$ cat src/rtl/nec_ir_pkg.sv
// Shared definitions for the NEC IR command controller: FSM encoding, frame field
// offsets, command width and frame decode helpers.
package nec_ir_pkg;

   typedef enum logic [1:0] {
      ST_IDLE  = 2'd0,
      ST_ARMED = 2'd1,
      ST_CHECK = 2'd2,
      ST_PUSH  = 2'd3
   } nec_state_e;

   localparam int ADDR_LSB  = 0;
   localparam int ADDRN_LSB = 8;
   localparam int DATA_LSB  = 16;
   localparam int DATAN_LSB = 24;
   localparam int CMD_W     = 16;

   // Extended NEC only guarantees the data byte complement; strict mode also checks the address.
   function automatic logic frame_ok(input logic [31:0] f, input logic strict);
      logic data_ok;
      logic addr_ok;
      data_ok = (f[DATA_LSB +: 8] == ~f[DATAN_LSB +: 8]);
      addr_ok = (f[ADDR_LSB +: 8] == ~f[ADDRN_LSB +: 8]);
      return data_ok && (!strict || addr_ok);
   endfunction

   function automatic logic [CMD_W-1:0] frame_cmd(input logic [31:0] f);
      return {f[ADDR_LSB +: 8], f[DATA_LSB +: 8]};
   endfunction

endpackage

$ cat src/rtl/nec_cmd_fifo.sv
// First-word-fall-through command FIFO; rd_data reads 0 while empty.
// A write while full is accepted only when a read happens in the same cycle.
module nec_cmd_fifo #(
   parameter int DEPTH = 4,
   parameter int W     = 16
) (
   input  logic                     clk,
   input  logic                     rst,
   input  logic                     wr_en,
   input  logic [W-1:0]             wr_data,
   input  logic                     rd_en,
   output logic [W-1:0]             rd_data,
   output logic [$clog2(DEPTH):0]   count,
   output logic                     full,
   output logic                     empty
);

   localparam int PTR_W = $clog2(DEPTH);
   localparam logic [PTR_W:0] DEPTH_C = DEPTH[PTR_W:0];

   logic [W-1:0]     mem_q [DEPTH];
   logic [W-1:0]     mem_d [DEPTH];
   logic [PTR_W-1:0] wr_ptr_q, wr_ptr_d;
   logic [PTR_W-1:0] rd_ptr_q, rd_ptr_d;
   logic [PTR_W:0]   count_q, count_d;
   logic             wr_ok, rd_ok;

   always_comb begin
      mem_d    = mem_q;
      wr_ptr_d = wr_ptr_q;
      rd_ptr_d = rd_ptr_q;
      count_d  = count_q;
      full     = (count_q == DEPTH_C);
      empty    = (count_q == '0);
      rd_ok    = rd_en && !empty;
      wr_ok    = wr_en && (!full || rd_ok);
      if (wr_ok) begin
         mem_d[wr_ptr_q] = wr_data;
         wr_ptr_d        = wr_ptr_q + 1'b1;
      end
      if (rd_ok) begin
         rd_ptr_d = rd_ptr_q + 1'b1;
      end
      case ({wr_ok, rd_ok})
         2'b10:   count_d = count_q + 1'b1;
         2'b01:   count_d = count_q - 1'b1;
         default: count_d = count_q;
      endcase
      rd_data = empty ? '0 : mem_q[rd_ptr_q];
      count   = count_q;
   end

   always_ff @(posedge clk) begin
      if (rst) begin
         for (int i = 0; i < DEPTH; i++) begin
            mem_q[i] <= '0;
         end
         wr_ptr_q <= '0;
         rd_ptr_q <= '0;
         count_q  <= '0;
      end else begin
         mem_q    <= mem_d;
         wr_ptr_q <= wr_ptr_d;
         rd_ptr_q <= rd_ptr_d;
         count_q  <= count_d;
      end
   end

endmodule

$ cat src/rtl/nec_ir_cmd_ctrl.sv
// NEC IR command sequencer: arms the receiver, validates frames, queues {addr,data} commands.
// Optional NEC_IR_REPEAT_EN turns repeat codes into re-pushes of the last command within a timeout.
module nec_ir_cmd_ctrl
   import nec_ir_pkg::*;
#(
   parameter int FIFO_DEPTH     = 4,
   parameter int REPEAT_TIMEOUT = 4400000,
   parameter int ERR_W          = 8
) (
   input  logic                          wb_clk_i,
   input  logic                          wb_rst_i,
   input  logic                          cfg_en,
   input  logic                          cfg_strict,
   input  logic                          ovf_clr,
   output logic                          rcv_en,
   input  logic                          rx_valid,
   output logic                          rx_ready,
   input  logic                          rx_repeat,
   input  logic [31:0]                   rx_frame,
   input  logic                          pop_req,
   output logic [CMD_W-1:0]              pop_data,
   output logic [$clog2(FIFO_DEPTH):0]   fifo_count,
   output logic                          irq,
   output logic                          ovf,
   output logic [ERR_W-1:0]              err_cnt,
   output logic [1:0]                    dbg_state
);

   if (FIFO_DEPTH < 2 || (FIFO_DEPTH & (FIFO_DEPTH - 1)) != 0) begin : g_bad_depth
      $error("FIFO_DEPTH must be a power of 2 and at least 2");
   end
   if (REPEAT_TIMEOUT < 1) begin : g_bad_timeout
      $error("REPEAT_TIMEOUT must be at least 1");
   end

   nec_state_e       state_q, state_d;
   logic [31:0]      frame_q, frame_d;
   logic [CMD_W-1:0] cmd_q, cmd_d;
   logic [ERR_W-1:0] err_q, err_d;
   logic             ovf_q, ovf_d;
   logic             accept, push;
   logic             fifo_full, fifo_empty;

`ifdef NEC_IR_REPEAT_EN
   localparam int TMR_W = $clog2(REPEAT_TIMEOUT + 1);
   localparam logic [TMR_W-1:0] TMR_RELOAD = TMR_W'(REPEAT_TIMEOUT - 1);

   logic [TMR_W-1:0] timer_q, timer_d;
   logic [CMD_W-1:0] last_cmd_q, last_cmd_d;
   logic             last_valid_q, last_valid_d;
`endif

   // rx_valid&rx_ready completes a handshake; the receiver holds the frame until then.
   always_comb begin
      state_d  = state_q;
      frame_d  = frame_q;
      cmd_d    = cmd_q;
      err_d    = err_q;
      push     = 1'b0;
      rcv_en   = (state_q != ST_IDLE);
      rx_ready = (state_q == ST_ARMED);
      accept   = rx_valid && rx_ready;
      if (!cfg_en) begin
         state_d = ST_IDLE;
      end else begin
         case (state_q)
            ST_IDLE: state_d = ST_ARMED;
            ST_ARMED: begin
               if (accept) begin
                  if (!rx_repeat) begin
                     frame_d = rx_frame;
                     state_d = ST_CHECK;
                  end
`ifdef NEC_IR_REPEAT_EN
                  else if (last_valid_q) begin
                     cmd_d   = last_cmd_q;
                     state_d = ST_PUSH;
                  end
`endif
               end
            end
            ST_CHECK: begin
               if (frame_ok(frame_q, cfg_strict)) begin
                  cmd_d   = frame_cmd(frame_q);
                  state_d = ST_PUSH;
               end else begin
                  if (err_q != '1) begin
                     err_d = err_q + 1'b1;
                  end
                  state_d = ST_ARMED;
               end
            end
            ST_PUSH: begin
               push    = 1'b1;
               state_d = ST_ARMED;
            end
            default: state_d = ST_IDLE;
         endcase
      end
      // A new overflow outranks a same-cycle clear.
      if (push && fifo_full && !pop_req) begin
         ovf_d = 1'b1;
      end else if (ovf_clr) begin
         ovf_d = 1'b0;
      end else begin
         ovf_d = ovf_q;
      end
   end

`ifdef NEC_IR_REPEAT_EN
   always_comb begin
      timer_d      = timer_q;
      last_cmd_d   = last_cmd_q;
      last_valid_d = last_valid_q;
      if (push) begin
         last_cmd_d   = cmd_q;
         last_valid_d = 1'b1;
         timer_d      = TMR_RELOAD;
      end else if (timer_q != '0) begin
         timer_d = timer_q - 1'b1;
         if (timer_q == TMR_W'(1)) begin
            last_valid_d = 1'b0;
         end
      end
   end

   always_ff @(posedge wb_clk_i) begin
      if (wb_rst_i) begin
         timer_q      <= '0;
         last_cmd_q   <= '0;
         last_valid_q <= 1'b0;
      end else begin
         timer_q      <= timer_d;
         last_cmd_q   <= last_cmd_d;
         last_valid_q <= last_valid_d;
      end
   end
`else
`endif

   always_ff @(posedge wb_clk_i) begin
      if (wb_rst_i) begin
         state_q <= ST_IDLE;
         frame_q <= '0;
         cmd_q   <= '0;
         err_q   <= '0;
         ovf_q   <= 1'b0;
      end else begin
         state_q <= state_d;
         frame_q <= frame_d;
         cmd_q   <= cmd_d;
         err_q   <= err_d;
         ovf_q   <= ovf_d;
      end
   end

   nec_cmd_fifo #(
      .DEPTH (FIFO_DEPTH),
      .W     (CMD_W)
   ) u_fifo (
      .clk     (wb_clk_i),
      .rst     (wb_rst_i),
      .wr_en   (push),
      .wr_data (cmd_q),
      .rd_en   (pop_req),
      .rd_data (pop_data),
      .count   (fifo_count),
      .full    (fifo_full),
      .empty   (fifo_empty)
   );

   assign irq       = !fifo_empty;
   assign ovf       = ovf_q;
   assign err_cnt   = err_q;
   assign dbg_state = state_q;

endmodule

$ cat config.mk
export PLATFORM = sky130hd
export DESIGN_NAME = nec_ir_cmd_ctrl
export DESIGN_NICKNAME = d
export VERILOG_FILES = /design/src/rtl/nec_ir_pkg.sv /design/src/rtl/nec_cmd_fifo.sv /design/src/rtl/nec_ir_cmd_ctrl.sv
export SDC_FILE = /design/constraint.sdc
export NUM_CORES = 1
export LEC_CHECK = 0
export CAP_MARGIN = 10
export CORE_MARGIN = 1
export CORE_UTILIZATION = 30
export DETAILED_ROUTE_END_ITERATION = 8
export PLACE_DENSITY_LB_ADDON = 0.3
export SYNTH_ARGS = -nofsm -noshare
export SYNTH_HDL_FRONTEND = slang
export SYNTH_SLANG_ARGS = --single-unit
$ cat constraint.sdc
create_clock -name wb_clk_i -period 4.24 [get_ports wb_clk_i]
set_clock_uncertainty 0.05 [all_clocks]
set_input_delay 0.636 -clock wb_clk_i [delete_from_list [all_inputs] [get_ports wb_clk_i]]
set_output_delay 0.636 -clock wb_clk_i [all_outputs]
set_load 0.05 [all_outputs]
==> impl_metrics.yaml <==
run_status:
  status: "completed"
detailed_routing:
  viasPerCell: 4.81
  ant_nets: 0
  first_pass_iters: 4
  vias: 4813
  drt_wl_total_mm: 14.3
  wl_per_cell_um: 14.3
  drc: 0
  drt-initial-drc-count: 398
synth:
  netlist_area_sq_mm: 0.00585
  synthDistinctLibCells: 45
  synth_common_cells: "nand2_1, dfxtp_1, a21oi_1"
  synth.top_cell.area_share_pct: 44.5
  synth_edf_count: 0
  yosys-top-cells-area: "dfxtp_1, a21oi_1, nand2_1"
  seq_area_frac_synth_pct: 44.5
  ys.flop_type: "dfxtp_1"
  ys_warn_count: 0
  synthCells: 690
  syn_nets: 742
  yosysMostFrequentCell: "nand2_1"
  async_reset_ff_share_pct: 0
  ys_ff_latch: 130
  avgSynthCellArea_sq_um: 8.48
  synth_top_cell_by_area: "dfxtp_1"
clock_network:
  cts_root_buf: "clkbuf_16"
  cts_tree: "built"
  clock_latency_ns: 0.41
  clk_pin_slew_ns: 0.05
  hold_buffers: 0
  postCtsSetupRepairBufs: 0
  cts_buffers: 17
  cts_resized: 0
  htreeDepth: 4
  cts_sinks: 130
  max-clock-path-buffers: 2
die:
  core_sq_mm: 0.0189
  initial_core_util_pct: 31.0
  rows: 50
  die_h_um: 142
  dieArea_sq_mm: 0.0201
  die_w_um: 142
  num_io_pins: 73
critical_path:
  crit_path_end_kind: "output pin"
  start_kind: "flip-flop"
  rrSetupSlack_ns: 1.65
  path_class: "reg -> out"
  r2r_start: "dbg_state[0]"
  worst_ep_required_time_ns: 3.55
  rr_worst_depth: 7
  r2r_end: "u_fifo.mem_q[51]"
  worstPathMaxFanout: 17
  arrival_ns: 2.62
sta:
  min_period_ns: 3.31
  fin_setup_tns_ns: 0
  fmax_mhz: 302
  fin_crit_sh_pct: 78.0
  slew_headroom_pct: 24.4
  setup-violations-final: 0
  rsz0062_at_grt: "false"
  hold_violations: 0
  worst_pin_slew_ns: 1.13
  drv_slew: 0
worst_hold_path:
  min_to: "u_fifo.mem_q[21]"
  holdCritPathClass: "reg -> reg"
  hold_depth: 2
  holdCritStartpoint: "u_fifo.mem_q[21]"
placed_design:
  numPortBuffers: 72
  dp_hpwl_mm: 8.93
  placed_area_sq_mm: 0.00668
  dpl.cell_count: 969
  gp_congestion: 0.731
finish:
  multi_input_area_sq_mm: 0.00294
  layout-drive-gt1-share_pct: 7.96
  ff_latch_area_sq_mm: 0.00260
  fin_area_sq_mm: 0.00726
  final_nets: 780
  fill_cells: 1984
  diodes: 0
  fin_cells: 1001
  area_growth_syn_to_layout_pct: 24.1
global_routing:
  grt_pass1_wl_mm: 23.7
  antenna_found_initial: 0
  grt_pass1_vias: 4539
  groute.usage.overall_pct: 15.0
  grt_max_degree: 93
  grt_overflow: 0
power:
  power.leakage_nw: 2.35
  power_density_mw_per_mm2: 386
  irDropWorstVdd_uv: 287
run:
  drv_cap: 0
==> cell usage in the layout (no fill, tap or decap), types with 3 or more instances in the layout <==
cell type	count
a21oi_1	114
dfxtp_1	130
xnor2_1	10
and2_1	20
nand4_1	20
o31ai_1	16
inv_1	13
nor2_1	19
nand2b_1	3
nor2b_1	7
nand3_1	69
clkbuf_1	6
ha_1	11
mux4_2	16
clkbuf_8	5
buf_4	6
nand2_1	138
clkbuf_16	17
a211oi_1	3
xor2_1	11
clkdlybuf4s50_1	71
mux2_2	5
==> worst max-delay path, stage by stage (launching register included) <==
cell,delay (ns)
dfxtp_1,0.89
mux4_2,0.39
and2_1,0.13
clkdlybuf4s50_1,0.80
==> layer usage <==
layer	vias up	part of all wire, %	global-route usage (%)
li1	2477	-	-
met1	2207	48	21.0
met2	122	46	22.8
met3	7	5.2	3.64
met4	0	0.68	4.07
met5	-	0	0
==> per-stage QoR <==
stage,util [%],power (mW),hold WS (ns),setup slack (ns)
3_3_place_gp,35.3,1.38,0.391,0.952
5_1_grt,38.4,2.90,0.421,0.784
3_5_place_dp,35.3,1.39,0.394,0.959
6_report,38.4,2.80,0.399,0.931
4_1_cts,38.4,2.83,0.401,0.848
2_1_floorplan,-,1.33,0.383,1.40
==> how the worst max path moves through the flow <==
stage                             from          endpoint  slack (ns)
floorplan              u_fifo.count[2]   u_fifo.count[2]        1.40
global placement               pop_req  u_fifo.mem_q[62]        0.95
detailed placement             pop_req  u_fifo.mem_q[56]        0.96
CTS                 u_fifo.rd_ptr_q[1]      pop_data[14]        0.85
global route        u_fifo.rd_ptr_q[1]       pop_data[5]        0.78
finish              u_fifo.rd_ptr_q[1]       pop_data[6]        0.93
==> area by class of cell <==
type,instances,share of cell area (%)
clock buffers,28,7.11
inverters,13,0.672
well taps,260,4.48
flip-flops and latches,130,35.8
clock inverters,4,0.965
repair buffers,77,10.4
multi-input cells,489,40.5
==> report_power, final <==
part / total [mW] / switching, mW / internal [mW]
logic: 0.124 / 0.0710 / 0.0531
registers: 1.23 / 0.00607 / 1.23
clock network: 1.44 / 0.502 / 0.943
==> registers in the layout, summed over array words and instances (netlist names) <==
| register | cells |
|---|---|
| u_fifo.mem_q | 64 |
| frame_q | 32 |
| cmd_q | 16 |
| err_cnt | 8 |
| u_fifo.count | 3 |
| dbg_state | 2 |
| u_fifo.rd_ptr_q | 2 |
| u_fifo.wr_ptr_q | 2 |
| ovf | 1 |
==> cell families (layout without fill, tap and decap cells) <==
family	count (synthesis)	in the layout	share of synthesized area, %
XOR/XNOR	21	21	3.14
AO/OA/AOI/OAI	145	145	13.9
AND/OR/NAND/NOR	286	286	22.6
flip-flops	130	130	44.5
multiplexers	25	25	7.91
buffers and inverters	71	122	5.32
adder cells (fa/ha/maj)	12	12	2.69
(Power assumes the default switching activity.)
==> patch (config.mk and constraints unchanged) <==
Build with the macro `NEC_IR_REPEAT_EN` defined.
--- a/src/rtl/nec_ir_cmd_ctrl.sv
+++ b/src/rtl/nec_ir_cmd_ctrl.sv
@@ -1,4 +1,6 @@
 // NEC IR command sequencer: arms the receiver, validates frames, queues {addr,data} commands.
 // Optional NEC_IR_REPEAT_EN turns repeat codes into re-pushes of the last command within a timeout.
+`define NEC_IR_REPEAT_EN
+
 module nec_ir_cmd_ctrl
    import nec_ir_pkg::*;
Function: changed (Yosys sat finds a counterexample within 10 cycles, from zero or initial values and one cycle with wb_rst_i high).
==> patch against the unedited design <==
Design area increased by 22%. Maximum frequency decreased by 4.6%. Sequential cell count increased by 40. Synthesized area increased by 25%. Die area increased by 24%. Non-clock buffer count increased by 2. Routed wire length increased by 22%. Final cell count increased by 24%. Worst setup slack got worse by 0.16 ns. Via count increased by 20%.
Power is not compared: it rests on default switching activity, and its combinational part moved more than twofold at a synthesized area within 25%.
==> patch: results <==
[cts]
cts_buffers = 17
insertion_delay_ns = 0.42
clk_path_buf_depth = 2
cts_resized = 0
postCtsSetupBuffers = 0
cts_root_buffer = "clkbuf_16"
clk_pin_slew_ns = 0.06
cts_max_level = 4

[placement]
dpl.hpwl_um = 11500
placed_cells = 1209
place_congestion = 0.739
numPortBuffers = 72
dpl-instance-area_um2 = 8280

[layout]
diodes = 0
drive_above_1_share = 0.0673
layout.nets = 964
multi_input_area_um2 = 3650
largest_registers = "u_fifo.mem_q (64), frame_q (32), timer_q (23)"
n_fill_cell = 2504

[logic_synthesis]
ys_seq_area_frac = 0.466
ys_warn_count = 0
postSynthCellCount = 863
yosys-top-cells-area = "dfxtp_1, nand2_1, a21oi_1"
async_reset_ff_frac = 0
synthFlopType = "dfxtp_1"
netlist_top_cells_count = "nand2_1, dfxtp_1, a21oi_1"
ys_types = 45
synth_nets = 918

[route]
drt_pass1_iterations = 4
routed_wl_um = 17500
drt-wirelength-per-cell_um = 14.1
vias = 5770
first_iter_violations = 258

[critical_path]
max_stage_delay_ns = 0.69
critical_path_arrival_ns = 2.78
slowest_stage = "clkdlybuf4s50_1"
path_max_fanout = 11

[outcome]
status = "complete, no violations"

[sta]
slew-limit-headroom = 0.316
setup_viol = 0

[power]
p_int_mw = 2.95
p_leak_nw = 3.02
ir_worst_vdd_uv = 234

[global_routing]
grt_pass1_wl_um = 28900
antenna_found_initial = 0
gr-usage-all-layers = 0.147
grt_max_degree = 68
grt_pass1_vias = 5473

[min_path]
hp-class = "reg2reg"
==> patch: cell types whose count changed in the layout (fill, tap and decap cells not counted), sizes merged, moves of 9 or more <==
cell	unedited run	this run
clkbuf	28	19
a21o	0	16
nand4	20	4
xnor2	10	29
dfxtp	130	170
nor2	20	37
nor3	0	10
nand3	69	7
a22o	0	16
o31ai	16	2
nand2	138	240
a21oi	115	137
==> patch: routing by layer <==
metal	part of all wire	GRT usage
met5	0	0
met4	0.012	0.0495
met3	0.043	0.0233
met2	0.44	0.229
met1	0.51	0.207
==> patch: worst paths after layout <==
kind / start / end / slack (ns) / cells past startpoint
worst min-delay path: u_fifo.mem_q[37] / u_fifo.mem_q[37] / 0.41 / 2
worst min register to register: u_fifo.mem_q[37] / u_fifo.mem_q[37] / 0.41 / 2
worst max-delay path: u_fifo.rd_ptr_q[0] / pop_data[1] / 0.77 / 4
worst max register to register: frame_q[1] / cmd_q[8] / 1.52 / 6
==> patch: critical path, delay by kind of cell, from the launching register on <==
family | cells | cell delay, ns
and+or+nand+nor | 1 | 0.17
buffers and inverters | 2 | 1.04
DFF | 1 | 0.60
muxes | 1 | 0.54
==> patch: power groups by stage <==
stage | clock network [mW] | logic [mW] | registers, mW
after global placement | 0 | 0.794 | 1.82
after global routing | 1.65 | 0.913 | 1.80
final | 1.56 | 0.804 | 1.79
after CTS | 1.59 | 0.807 | 1.78
after detailed placement | 0 | 0.805 | 1.82
after floorplan | 0 | 0.650 | 1.81
==> patch: layout make-up <==
cell class,instances,area share
clock buffer,19,0.0500
inverter,15,0.00636
tap,319,0.0451
multi-input combinational,626,0.412
clock inverter,12,0.0158
sequential,170,0.384
timing repair buffer,79,0.0870
==> patch: metrics by stage <==
stage                     worst slack [ns]  hold WS (ns)
after floorplan                       1.40         0.383
after CTS                            0.718         0.406
after global routing                 0.643         0.419
after detailed placement              1.06         0.398
after global placement                1.08         0.389
final                                0.770         0.405
==> patch: logic make-up (layout without fill, tap and decap cells) <==
logic type                 after synthesis  in the layout  synth area share
and+or+nand+nor                        360            360             0.216
AOI/OAI and AO/OA                      189            189             0.151
xor gates and xnor gates                44             44            0.0528
muxes                                   18             18            0.0521
DFF                                    170            170             0.466
adders and majority gates               15             15            0.0267
buffers and inverters                   67            125            0.0349
